`config.mk`:
```
export PLATFORM = sky130hd
export DESIGN_NAME = spi_frame_sequencer_flat
export DESIGN_NICKNAME = d
export VERILOG_FILES = /design/src/rtl/spi_frame_sequencer_if.sv /design/src/rtl/spi_frame_sequencer.sv /design/src/flat_wrapper.sv
export SDC_FILE = /design/constraint.sdc
export NUM_CORES = 1
export LEC_CHECK = 0
export ABC_AREA = 0
export BUFFER_PORTS_ARGS = -buffer_cell sky130_fd_sc_hd__clkbuf_2
export CAP_MARGIN = 20
export CORE_MARGIN = 4
export CORE_UTILIZATION = 45
export CTS_BUF_LIST = sky130_fd_sc_hd__clkbuf_8 sky130_fd_sc_hd__clkbuf_16
export DETAILED_ROUTE_END_ITERATION = 10
export GPL_ROUTABILITY_DRIVEN = 0
export PLACE_DENSITY = 0.75
export SLEW_MARGIN = 20
export SYNTH_ARGS = -nofsm -noshare
export SYNTH_HDL_FRONTEND = slang
export SYNTH_SLANG_ARGS = --single-unit
```
`constraint.sdc`:
```
create_clock -name i_clock -period 3.82 [get_ports i_clock]
set_input_delay 0.191 -clock i_clock [delete_from_list [all_inputs] [get_ports i_clock]]
set_output_delay 0.191 -clock i_clock [all_outputs]
set_load 0.01 [all_outputs]
```
`src/rtl/spi_frame_sequencer_if.sv`:
```
// Command, TX/RX stream, SpiBase core and chip-select signals of the SPI frame sequencer.
// master: the sequencer itself; slave: the front end / SpiBase side driving it.
interface spi_frame_sequencer_if #(
    parameter int MAX_WORD_SIZE = 32,
    parameter int NUM_CS        = 4
);
    localparam int CSW = (NUM_CS > 1) ? $clog2(NUM_CS) : 1;

    logic                     cmdValid;
    logic                     cmdReady;
    logic [CSW-1:0]           cmdCs;
    logic [7:0]               cmdWords;
    logic                     cmdRxDiscard;
    logic [7:0]               setupCycles;
    logic [7:0]               gapCycles;
    logic [7:0]               holdCycles;

    logic                     txValid;
    logic                     txReady;
    logic [MAX_WORD_SIZE-1:0] txData;

    logic                     rxValid;
    logic                     rxReady;
    logic [MAX_WORD_SIZE-1:0] rxData;

    logic                     coreStart;
    logic [MAX_WORD_SIZE-1:0] coreSendData;
    logic                     coreReady;
    logic                     coreBusy;
    logic [MAX_WORD_SIZE-1:0] coreRecvData;

    logic [NUM_CS-1:0]        CS_N;
    logic                     active;

    modport master (
        input  cmdValid, cmdCs, cmdWords, cmdRxDiscard,
        input  setupCycles, gapCycles, holdCycles,
        input  txValid, txData, rxReady,
        input  coreReady, coreBusy, coreRecvData,
        output cmdReady, txReady, rxValid, rxData,
        output coreStart, coreSendData, CS_N, active
    );

    modport slave (
        output cmdValid, cmdCs, cmdWords, cmdRxDiscard,
        output setupCycles, gapCycles, holdCycles,
        output txValid, txData, rxReady,
        output coreReady, coreBusy, coreRecvData,
        input  cmdReady, txReady, rxValid, rxData,
        input  coreStart, coreSendData, CS_N, active
    );
endinterface

```
`src/rtl/spi_frame_sequencer.sv`:
```
// Burst sequencer in front of SpiBase: owns chip-select timing, feeds TX words one at a
// time into the shift engine and returns received words through a one-deep RX slot.
//
// state | meaning
// IDLE  | cmdReady high, CS_N all high
// SETUP | CS asserted, counting setupCycles (lasts setupCycles+1 cycles)
// FETCH | waiting for a TX word with a free RX slot and an idle core
// WAIT  | word in flight, waiting for coreReady
// GAP   | idle between words (lasts exactly gapCycles cycles)
// HOLD  | counting down before CS_N rises, then one cycle before IDLE
module spi_frame_sequencer #(
    parameter int MAX_WORD_SIZE = 32,
    parameter int NUM_CS        = 4
) (
    input  logic                  i_clock,
    input  logic                  i_reset,
    spi_frame_sequencer_if.master bus
);
    localparam int CSW = (NUM_CS > 1) ? $clog2(NUM_CS) : 1;

    typedef enum logic [2:0] {
        ST_IDLE,
        ST_SETUP,
        ST_FETCH,
        ST_WAIT,
        ST_GAP,
        ST_HOLD
    } state_t;

    state_t                   r_state;
    state_t                   w_state_nxt;
    logic [7:0]               r_delay;
    logic [7:0]               w_delay_nxt;
    logic [7:0]               r_words_left;
    logic [7:0]               w_words_nxt;
    logic [NUM_CS-1:0]        r_cs_n;
    logic [NUM_CS-1:0]        w_cs_n_nxt;
    logic [NUM_CS-1:0]        w_cs_decode;
    logic                     r_core_start;
    logic                     w_core_start_nxt;
    logic [MAX_WORD_SIZE-1:0] r_send;
    logic [MAX_WORD_SIZE-1:0] w_send_nxt;
    logic                     r_discard;
    logic [7:0]               r_gap;
    logic [7:0]               r_hold;
    logic                     r_rx_valid;
    logic [MAX_WORD_SIZE-1:0] r_rx_data;
    logic                     w_cmd_ready;
    logic                     w_tx_ready;
    logic                     w_latch_cmd;
    logic                     w_rx_load;
    logic                     w_rx_take;

    // An out-of-range index matches no select line, so the burst runs with all CS_N high.
    always_comb begin
        w_cs_decode = '1;
        for (int i = 0; i < NUM_CS; i++) begin
            if (bus.cmdCs == CSW'(i)) begin
                w_cs_decode[i] = 1'b0;
            end
        end
    end

    always_comb begin
        w_state_nxt      = r_state;
        w_delay_nxt      = r_delay;
        w_words_nxt      = r_words_left;
        w_cs_n_nxt       = r_cs_n;
        w_core_start_nxt = 1'b0;
        w_send_nxt       = r_send;
        w_cmd_ready      = 1'b0;
        w_tx_ready       = 1'b0;
        w_latch_cmd      = 1'b0;
        w_rx_load        = 1'b0;

        case (r_state)
            ST_IDLE: begin
                w_cmd_ready = 1'b1;
                if (bus.cmdValid) begin
                    w_latch_cmd = 1'b1;
                    w_cs_n_nxt  = w_cs_decode;
                    w_delay_nxt = bus.setupCycles;
                    w_words_nxt = bus.cmdWords;
                    w_state_nxt = ST_SETUP;
                end
            end

            ST_SETUP: begin
                if (r_delay == 8'd0) begin
                    w_state_nxt = ST_FETCH;
                end else begin
                    w_delay_nxt = r_delay - 8'd1;
                end
            end

            ST_FETCH: begin
                w_tx_ready = (!r_rx_valid || bus.rxReady || r_discard) && !bus.coreBusy;
                if (w_tx_ready && bus.txValid) begin
                    w_core_start_nxt = 1'b1;
                    w_send_nxt       = bus.txData;
                    w_state_nxt      = ST_WAIT;
                end
            end

            ST_WAIT: begin
                if (bus.coreReady) begin
                    w_rx_load   = !r_discard;
                    w_words_nxt = r_words_left - 8'd1;
                    // A count of 0 means 256, so only a remaining count of 1 ends the burst.
                    if (r_words_left != 8'd1) begin
                        if (r_gap == 8'd0) begin
                            w_state_nxt = ST_FETCH;
                        end else begin
                            w_delay_nxt = r_gap;
                            w_state_nxt = ST_GAP;
                        end
                    end else begin
                        w_delay_nxt = r_hold;
                        w_state_nxt = ST_HOLD;
                        if (r_hold == 8'd0) begin
                            w_cs_n_nxt = '1;
                        end
                    end
                end
            end

            ST_GAP: begin
                if (r_delay <= 8'd1) begin
                    w_delay_nxt = 8'd0;
                    w_state_nxt = ST_FETCH;
                end else begin
                    w_delay_nxt = r_delay - 8'd1;
                end
            end

            ST_HOLD: begin
                // CS_N rises holdCycles+1 cycles after coreReady; IDLE follows one cycle later.
                if (r_delay == 8'd0) begin
                    w_state_nxt = ST_IDLE;
                end else begin
                    w_delay_nxt = r_delay - 8'd1;
                    if (r_delay == 8'd1) begin
                        w_cs_n_nxt = '1;
                    end
                end
            end

            default: begin
                w_state_nxt = ST_IDLE;
                w_cs_n_nxt  = '1;
            end
        endcase
    end

    always_ff @(posedge i_clock or posedge i_reset) begin
        if (i_reset) begin
            r_state      <= ST_IDLE;
            r_delay      <= 8'd0;
            r_words_left <= 8'd0;
            r_cs_n       <= '1;
            r_core_start <= 1'b0;
            r_send       <= '0;
            r_discard    <= 1'b0;
            r_gap        <= 8'd0;
            r_hold       <= 8'd0;
        end else begin
            r_state      <= w_state_nxt;
            r_delay      <= w_delay_nxt;
            r_words_left <= w_words_nxt;
            r_cs_n       <= w_cs_n_nxt;
            r_core_start <= w_core_start_nxt;
            r_send       <= w_send_nxt;
            if (w_latch_cmd) begin
                r_discard <= bus.cmdRxDiscard;
                r_gap     <= bus.gapCycles;
                r_hold    <= bus.holdCycles;
            end
        end
    end

    assign w_rx_take = r_rx_valid && bus.rxReady;

    // The RX slot lives independently of the FSM so the last word can drain after IDLE.
    always_ff @(posedge i_clock or posedge i_reset) begin
        if (i_reset) begin
            r_rx_valid <= 1'b0;
            r_rx_data  <= '0;
        end else if (w_rx_load) begin
            r_rx_valid <= 1'b1;
            r_rx_data  <= bus.coreRecvData;
        end else if (w_rx_take) begin
            r_rx_valid <= 1'b0;
        end
    end

    assign bus.cmdReady     = w_cmd_ready;
    assign bus.txReady      = w_tx_ready;
    assign bus.rxValid      = r_rx_valid;
    assign bus.rxData       = r_rx_data;
    assign bus.coreStart    = r_core_start;
    assign bus.coreSendData = r_send;
    assign bus.CS_N         = r_cs_n;
    assign bus.active       = (r_state != ST_IDLE);
endmodule

```
`src/flat_wrapper.sv`:
```
// flat-port wrapper written by rule: the top's interface ports become plain ports
module spi_frame_sequencer_flat 
#(
    parameter int MAX_WORD_SIZE = 32,
    parameter int NUM_CS        = 4
)
  (i_clock, i_reset, bus_cmdValid, bus_cmdCs, bus_cmdWords, bus_cmdRxDiscard, bus_setupCycles, bus_gapCycles, bus_holdCycles, bus_txValid, bus_txData, bus_rxReady, bus_coreReady, bus_coreBusy, bus_coreRecvData, bus_cmdReady, bus_txReady, bus_rxValid, bus_rxData, bus_coreStart, bus_coreSendData, bus_CS_N, bus_active);
  spi_frame_sequencer_if #(.MAX_WORD_SIZE(MAX_WORD_SIZE), .NUM_CS(NUM_CS)) bus_i ();
  input  logic i_clock;
  input  logic i_reset;
  input wire logic [$bits(bus_i.cmdValid)-1:0] bus_cmdValid;
  input wire logic [$bits(bus_i.cmdCs)-1:0] bus_cmdCs;
  input wire logic [$bits(bus_i.cmdWords)-1:0] bus_cmdWords;
  input wire logic [$bits(bus_i.cmdRxDiscard)-1:0] bus_cmdRxDiscard;
  input wire logic [$bits(bus_i.setupCycles)-1:0] bus_setupCycles;
  input wire logic [$bits(bus_i.gapCycles)-1:0] bus_gapCycles;
  input wire logic [$bits(bus_i.holdCycles)-1:0] bus_holdCycles;
  input wire logic [$bits(bus_i.txValid)-1:0] bus_txValid;
  input wire logic [$bits(bus_i.txData)-1:0] bus_txData;
  input wire logic [$bits(bus_i.rxReady)-1:0] bus_rxReady;
  input wire logic [$bits(bus_i.coreReady)-1:0] bus_coreReady;
  input wire logic [$bits(bus_i.coreBusy)-1:0] bus_coreBusy;
  input wire logic [$bits(bus_i.coreRecvData)-1:0] bus_coreRecvData;
  output wire logic [$bits(bus_i.cmdReady)-1:0] bus_cmdReady;
  output wire logic [$bits(bus_i.txReady)-1:0] bus_txReady;
  output wire logic [$bits(bus_i.rxValid)-1:0] bus_rxValid;
  output wire logic [$bits(bus_i.rxData)-1:0] bus_rxData;
  output wire logic [$bits(bus_i.coreStart)-1:0] bus_coreStart;
  output wire logic [$bits(bus_i.coreSendData)-1:0] bus_coreSendData;
  output wire logic [$bits(bus_i.CS_N)-1:0] bus_CS_N;
  output wire logic [$bits(bus_i.active)-1:0] bus_active;
  assign bus_i.cmdValid = bus_cmdValid;
  assign bus_i.cmdCs = bus_cmdCs;
  assign bus_i.cmdWords = bus_cmdWords;
  assign bus_i.cmdRxDiscard = bus_cmdRxDiscard;
  assign bus_i.setupCycles = bus_setupCycles;
  assign bus_i.gapCycles = bus_gapCycles;
  assign bus_i.holdCycles = bus_holdCycles;
  assign bus_i.txValid = bus_txValid;
  assign bus_i.txData = bus_txData;
  assign bus_i.rxReady = bus_rxReady;
  assign bus_i.coreReady = bus_coreReady;
  assign bus_i.coreBusy = bus_coreBusy;
  assign bus_i.coreRecvData = bus_coreRecvData;
  assign bus_cmdReady = bus_i.cmdReady;
  assign bus_txReady = bus_i.txReady;
  assign bus_rxValid = bus_i.rxValid;
  assign bus_rxData = bus_i.rxData;
  assign bus_coreStart = bus_i.coreStart;
  assign bus_coreSendData = bus_i.coreSendData;
  assign bus_CS_N = bus_i.CS_N;
  assign bus_active = bus_i.active;
  spi_frame_sequencer #(.MAX_WORD_SIZE(MAX_WORD_SIZE), .NUM_CS(NUM_CS)) u_core (.i_clock(i_clock), .i_reset(i_reset), .bus(bus_i));
endmodule
```
Yosys cells after proc, flatten, opt, wreduce, memory -nomap -nowiden
Cells that the tools add are included.
Storage, ports and cells
  bits of input ports: 106
  logic and storage cells: 101
  register bits after elaboration: 106
Cells by class
  eq/ne operators: 22
  bitwise logic cells: 1
  mux-type cells: 40
  reduce and logical (&&, ||, !) cells: 24
  $lt $le $gt $ge: 1
  $add $sub $neg: 2
Operator list (number)
  $mux 8: 8
  $pmux 8 s4: 1
  $logic_not 8->1: 3
  $mux 3: 8
  $mux 4: 6
  $pmux 3 s6: 1
  $pmux 4 s4: 1
  $pmux 8 s2: 1
  $sub 8x1->8 const B: 2
  $mux 1: 14
  $ne 2x1->1 const B: 6
  $ne 2x2->1 const B: 5
  $eq 8x1->1 const B: 1
  $le 8x1->1 const B: 1
  $ne 8x1->1 const B: 1
  $reduce_and 7->1: 1
  $eq 3x2->1 const B: 2
  $eq 3x3->1 const B: 2
  $reduce_and 6->1: 1
  $reduce_and 5->1: 1
  $eq 2x2->1 const B: 2
  $reduce_bool 2->1: 2
  $reduce_bool 4->1: 1
  $eq 3x1->1 const B: 1
  13 further kinds: 18

Longest topological paths before layout
  word-level depth: 7
  mapped depth: 9

Worst setup path after synthesis
Ideal clock, no wire load.
  kind: flip-flop to flip-flop
  from: register u_core.r_words_left[1]
  to: register u_core.r_cs_n[0], in the netlist u_core.bus.CS_N[0]
  library setup time: 0.082 ns
  cell stages (with the launch flop): 8
  period minus slack after synthesis: 2.134 ns
  data arrival time: 2.052 ns
  data required time: 3.738 ns
  path buffers: 0
  slack: 1.686 ns
  cell sequence: dfrtp_1 inv_1 ha_1 or4b_4 nor2_4 a21oi_1 a311oi_2 mux2_2
Between the ends
  cells in the longest elaborated chain, start to end: 3
RTL lines
  start: declaration: line spi_frame_sequencer.sv:34  | logic [7:0] r_words_left;
  start signal: assignment: line spi_frame_sequencer.sv:169  | r_words_left <= w_words_nxt;
  $ne 8x1->1: line spi_frame_sequencer.sv:110  | if (r_words_left != 8'd1) begin
  $ne 2x2->1 (no line)
  $reduce_and 7->1 (no line)
  end signal: assignment: line spi_frame_sequencer.sv:170  | r_cs_n <= w_cs_n_nxt;
  end: declaration: line spi_frame_sequencer.sv:36  | logic [NUM_CS-1:0] r_cs_n;
Every way passes these cells.
A chain may end at the register's enable or synchronous reset.

Worst setup path after layout
  from: register u_core.r_state[1]
  to: register u_core.r_cs_n[2], in the netlist u_core.bus.CS_N[2]
Between the ends
  cells in the longest elaborated chain, start to end: 4
  elaborated cells on any way between the ends: 16
RTL lines
  start: declaration: line spi_frame_sequencer.sv:30  | state_t r_state;
  start signal: assignment: line spi_frame_sequencer.sv:167  | r_state <= w_state_nxt;
  $eq 3x1->1 (tied with other cells): line spi_frame_sequencer.sv:76  | case (r_state)
  $reduce_or 3->1 (no line)
  $not 1->1 (no line)
  $reduce_and 7->1 (no line)
Several ways; a longest one is shown, not always the timed one.

==> results.sh <==
export IMPL_syn_area_um2=4890
export IMPL_layout_drive_gt1_share_pct=52.1
export IMPL_grt_pass1_wl_um=19900
export IMPL_ys_ff_latch=106
export IMPL_drc_errors=0
export IMPL_slew_violations=0
export IMPL_cp_required_ps=4130
export IMPL_cp_max_fo=20
export IMPL_p_comb_share_pct=37.6
export IMPL_finalSetupViolCount=0
export IMPL_grt_pass1_vias=4118
export IMPL_violations="negative hold slack"
export IMPL_dp_hpwl_um=9180
export IMPL_cts_root_buf="clkbuf_8"
export IMPL_hp_class="in -> async"
export IMPL_cts_sinks=106
export IMPL_cp_slowest_cell="or4b_2"
export IMPL_synth_nets=517
export IMPL_drt_first_pass_iters=4
export IMPL_rr_endpoint="u_core.bus.CS_N[2]"
export IMPL_cts_tree="done"
export IMPL_r2r_setup_slack_ps=1290
export IMPL_p_leak_nw=3.11
export IMPL_worstSetupPathType="reg -> reg"
export IMPL_wl_um=12000
export IMPL_fin_hold_ws_ps=-41.3
export IMPL_worstSetupStartpointType="flop"
export IMPL_antenna_cells=0
export IMPL_clock_fmax_ghz=0.395
export IMPL_min_period_ps=2530
export IMPL_cp_slowest_stage_delay_ps=1020
export IMPL_fin_area_um2=6100
export IMPL_drtIter0Drc=217
export IMPL_p_int_mw=2.52
export IMPL_p_per_area_nw_per_um2=663
export IMPL_status="finished with violations"
export IMPL_synth_cell_types=51
export IMPL_port_buffers=178
export IMPL_max_slew_worst_pin_slew_ps=801
export IMPL_fin_tns_setup_ps=0
export IMPL_wl_per_cell_um=16.6
export IMPL_h_tree_depth=3
export IMPL_vdd_drop_max_mv=0.303
export IMPL_track_usage_pct=19.3
export IMPL_switching_share_pct=37.7
export IMPL_nNetsFinal=690
export IMPL_skew_ps=10.1
export IMPL_synthToLayoutAreaGrowth_pct=24.6
export IMPL_rsz0062_at_grt="no"
export IMPL_r2r_cells=3
export IMPL_dpl_cell_area_um2=5900
export IMPL_drv_cap=0
export IMPL_grt_antenna_before_repair=0
export IMPL_cts_buffer_depth=2
export IMPL_hold_violations=53
export IMPL_fill_cells=917
export IMPL_clk_pin_slew_ps=110
export IMPL_synth_enable_flop_cells=0
export IMPL_grt_max_degree=92
export IMPL_p_seq_share_pct=45.6
export IMPL_fp_dieH_um=112
export IMPL_clk_latency_ps=370
export IMPL_dieWidth_um=112
export IMPL_finalCritPeriodShare_pct=66.2
export IMPL_path_cells="or4b_2 > a311oi_2 > mux2_2"
export IMPL_utilization_pct=58.3
export IMPL_endpoint_kind="flop"
export IMPL_synthArstFlopShare_pct=100
export IMPL_cts_buffers_inserted=9
export IMPL_max_slew_margin_rel_pct=46.6
export IMPL_r2r_start="u_core.r_state[1]"
export IMPL_start_util_pct=46.8
export IMPL_synthFlopType="dfrtp_1"
export IMPL_post_cts_buffers=0
export IMPL_ant_nets=0
export IMPL_viasPerCell=5.33
export IMPL_ys_warn_count=0
export IMPL_clockPowerShare_pct=16.8
export IMPL_grt_ovfl_total=0
export IMPL_die_area_um2=12600
export IMPL_seq_area_frac_synth_pct=54.3
export IMPL_ios=179
export IMPL_synthCells=406
export IMPL_hold_buffers=0
export IMPL_arrival_ps=2840
export IMPL_detailroute_via_count=3834
export IMPL_avgSynthCellArea_um2=12.0
export IMPL_rows=37
export IMPL_switchingPower_mw=1.52
export IMPL_core_area_um2=10500
export IMPL_ctsResizeCount=0
==> layer usage <==
layer,vias to the layer above,share of wire (%),global-route usage [%]
met1,1827,40,23.1
met3,22,7.6,6.09
met4,0,2.4,6.17
met2,161,50,33.1
li1,1824,-,-
met5,-,0,0
==> critical path, delay by kind of cell (launching register included) <==
kind | cells | cell delay, ps
flops | 1 | 540
compound gates | 1 | 510
mux | 1 | 390
simple gates | 1 | 1020
==> kinds of logic after synthesis <==
family	count (synthesis)	share of synthesized area, %
fa+ha+maj	5	1.28
flops	106	54.3
buf+inv	36	2.99
mux	88	20.3
xor+xnor	3	0.537
compound gates	73	10.3
simple gates	95	10.3
==> cells in the final DEF, fill, tap and decap left out, types with 2 or more instances in the layout <==
cell / instances
a311oi_1: 3
inv_1: 15
a22oi_1: 6
or3_1: 5
mux2_2: 88
nor2_1: 25
a211oi_1: 6
nor3_1: 13
or4_1: 5
o2bb2ai_1: 2
dfstp_2: 4
or2_2: 2
a2111oi_0: 2
ha_1: 5
o32ai_1: 3
clkbuf_8: 9
buf_4: 4
xor2_1: 3
clkbuf_2: 178
inv_6: 5
o211ai_1: 3
nand2_1: 17
a221oi_1: 2
o21ai_0: 17
o31ai_1: 5
dfrtp_1: 102
nand4_1: 2
a21oi_1: 15
nor2b_1: 3
nand3_1: 10
==> power by group through the flow <==
stage | Clock [mW] | Combinational (mW) | Sequential (mW)
3_5_place_dp | 0 | 1.53 | 1.86
4_1_cts | 0.699 | 1.53 | 1.84
2_1_floorplan | 0 | 0.994 | 1.86
3_3_place_gp | 0 | 1.48 | 1.83
6_report | 0.679 | 1.52 | 1.84
5_1_grt | 0.752 | 1.68 | 1.91
==> registers in the layout, summed over array words and instances, names as in the netlist <==
register and count:
u_core.r_gap 8, u_core.bus.rxData 32, u_core.bus.coreStart 1, u_core.bus.rxValid 1, u_core.r_delay 8, u_core.bus.CS_N 4
u_core.bus.coreSendData 32, u_core.r_hold 8, u_core.r_words_left 8, u_core.r_state 3, u_core.r_discard 1
==> layout make-up <==
class	instances	area (um^2)	share of cell area, %
clock inverters	7	67.6	1.11
inverters	16	65.1	1.07
multi-input cells	264	2090	34.3
repair buffers	182	921	15.1
well taps	136	170	2.79
flip-flops and latches	106	2660	43.6
clock buffers	9	124	2.03
==> per-stage QoR <==
stage                     total power, mW  instances  setup slack [ps]  hold WS [ps]
after floorplan                      2.86        406               847           324
after global placement               3.31        704              1380           423
after detailed placement             3.39        704              1330           428
after CTS                            4.07        720              1310          26.3
after global routing                 4.34        720              1230          3.54
final                                4.04        720              1290         -41.3
==> cells in the mapped netlist (4+ instances only) <==
cell type / number / area [um^2]
a211oi_1: 6 / 45.0
a21oi_1: 15 / 75.1
a22oi_1: 6 / 45.0
buf_1: 5 / 18.8
clkbuf_1: 11 / 41.3
dfrtp_1: 102 / 2550
dfstp_2: 4 / 105
ha_1: 5 / 62.6
inv_1: 16 / 60.1
mux2_2: 88 / 991
nand2_1: 17 / 63.8
nand3_1: 10 / 50.1
nor2_1: 26 / 97.6
nor3_1: 13 / 65.1
o21ai_0: 17 / 85.1
o31ai_1: 5 / 37.5
or3_1: 5 / 31.3
or4_1: 5 / 37.5
==> how the worst max path moves through the flow <==
stage | startpoint | endpoint | slack (ps) | cells after the start
6_report | u_core.r_state[1] | u_core.bus.CS_N[2] | 1290 | 3
3_3_place_gp | u_core.r_state[1] | u_core.bus.CS_N[2] | 1380 | 3
3_5_place_dp | u_core.r_state[1] | u_core.bus.CS_N[1] | 1330 | 3
2_1_floorplan | i_reset | u_core.bus.coreSendData[0] | 850 | 1
4_1_cts | u_core.r_state[1] | u_core.bus.CS_N[0] | 1310 | 3
5_1_grt | u_core.r_state[1] | u_core.bus.CS_N[0] | 1230 | 3
Note: power is estimated with default switching activity, not from simulation.
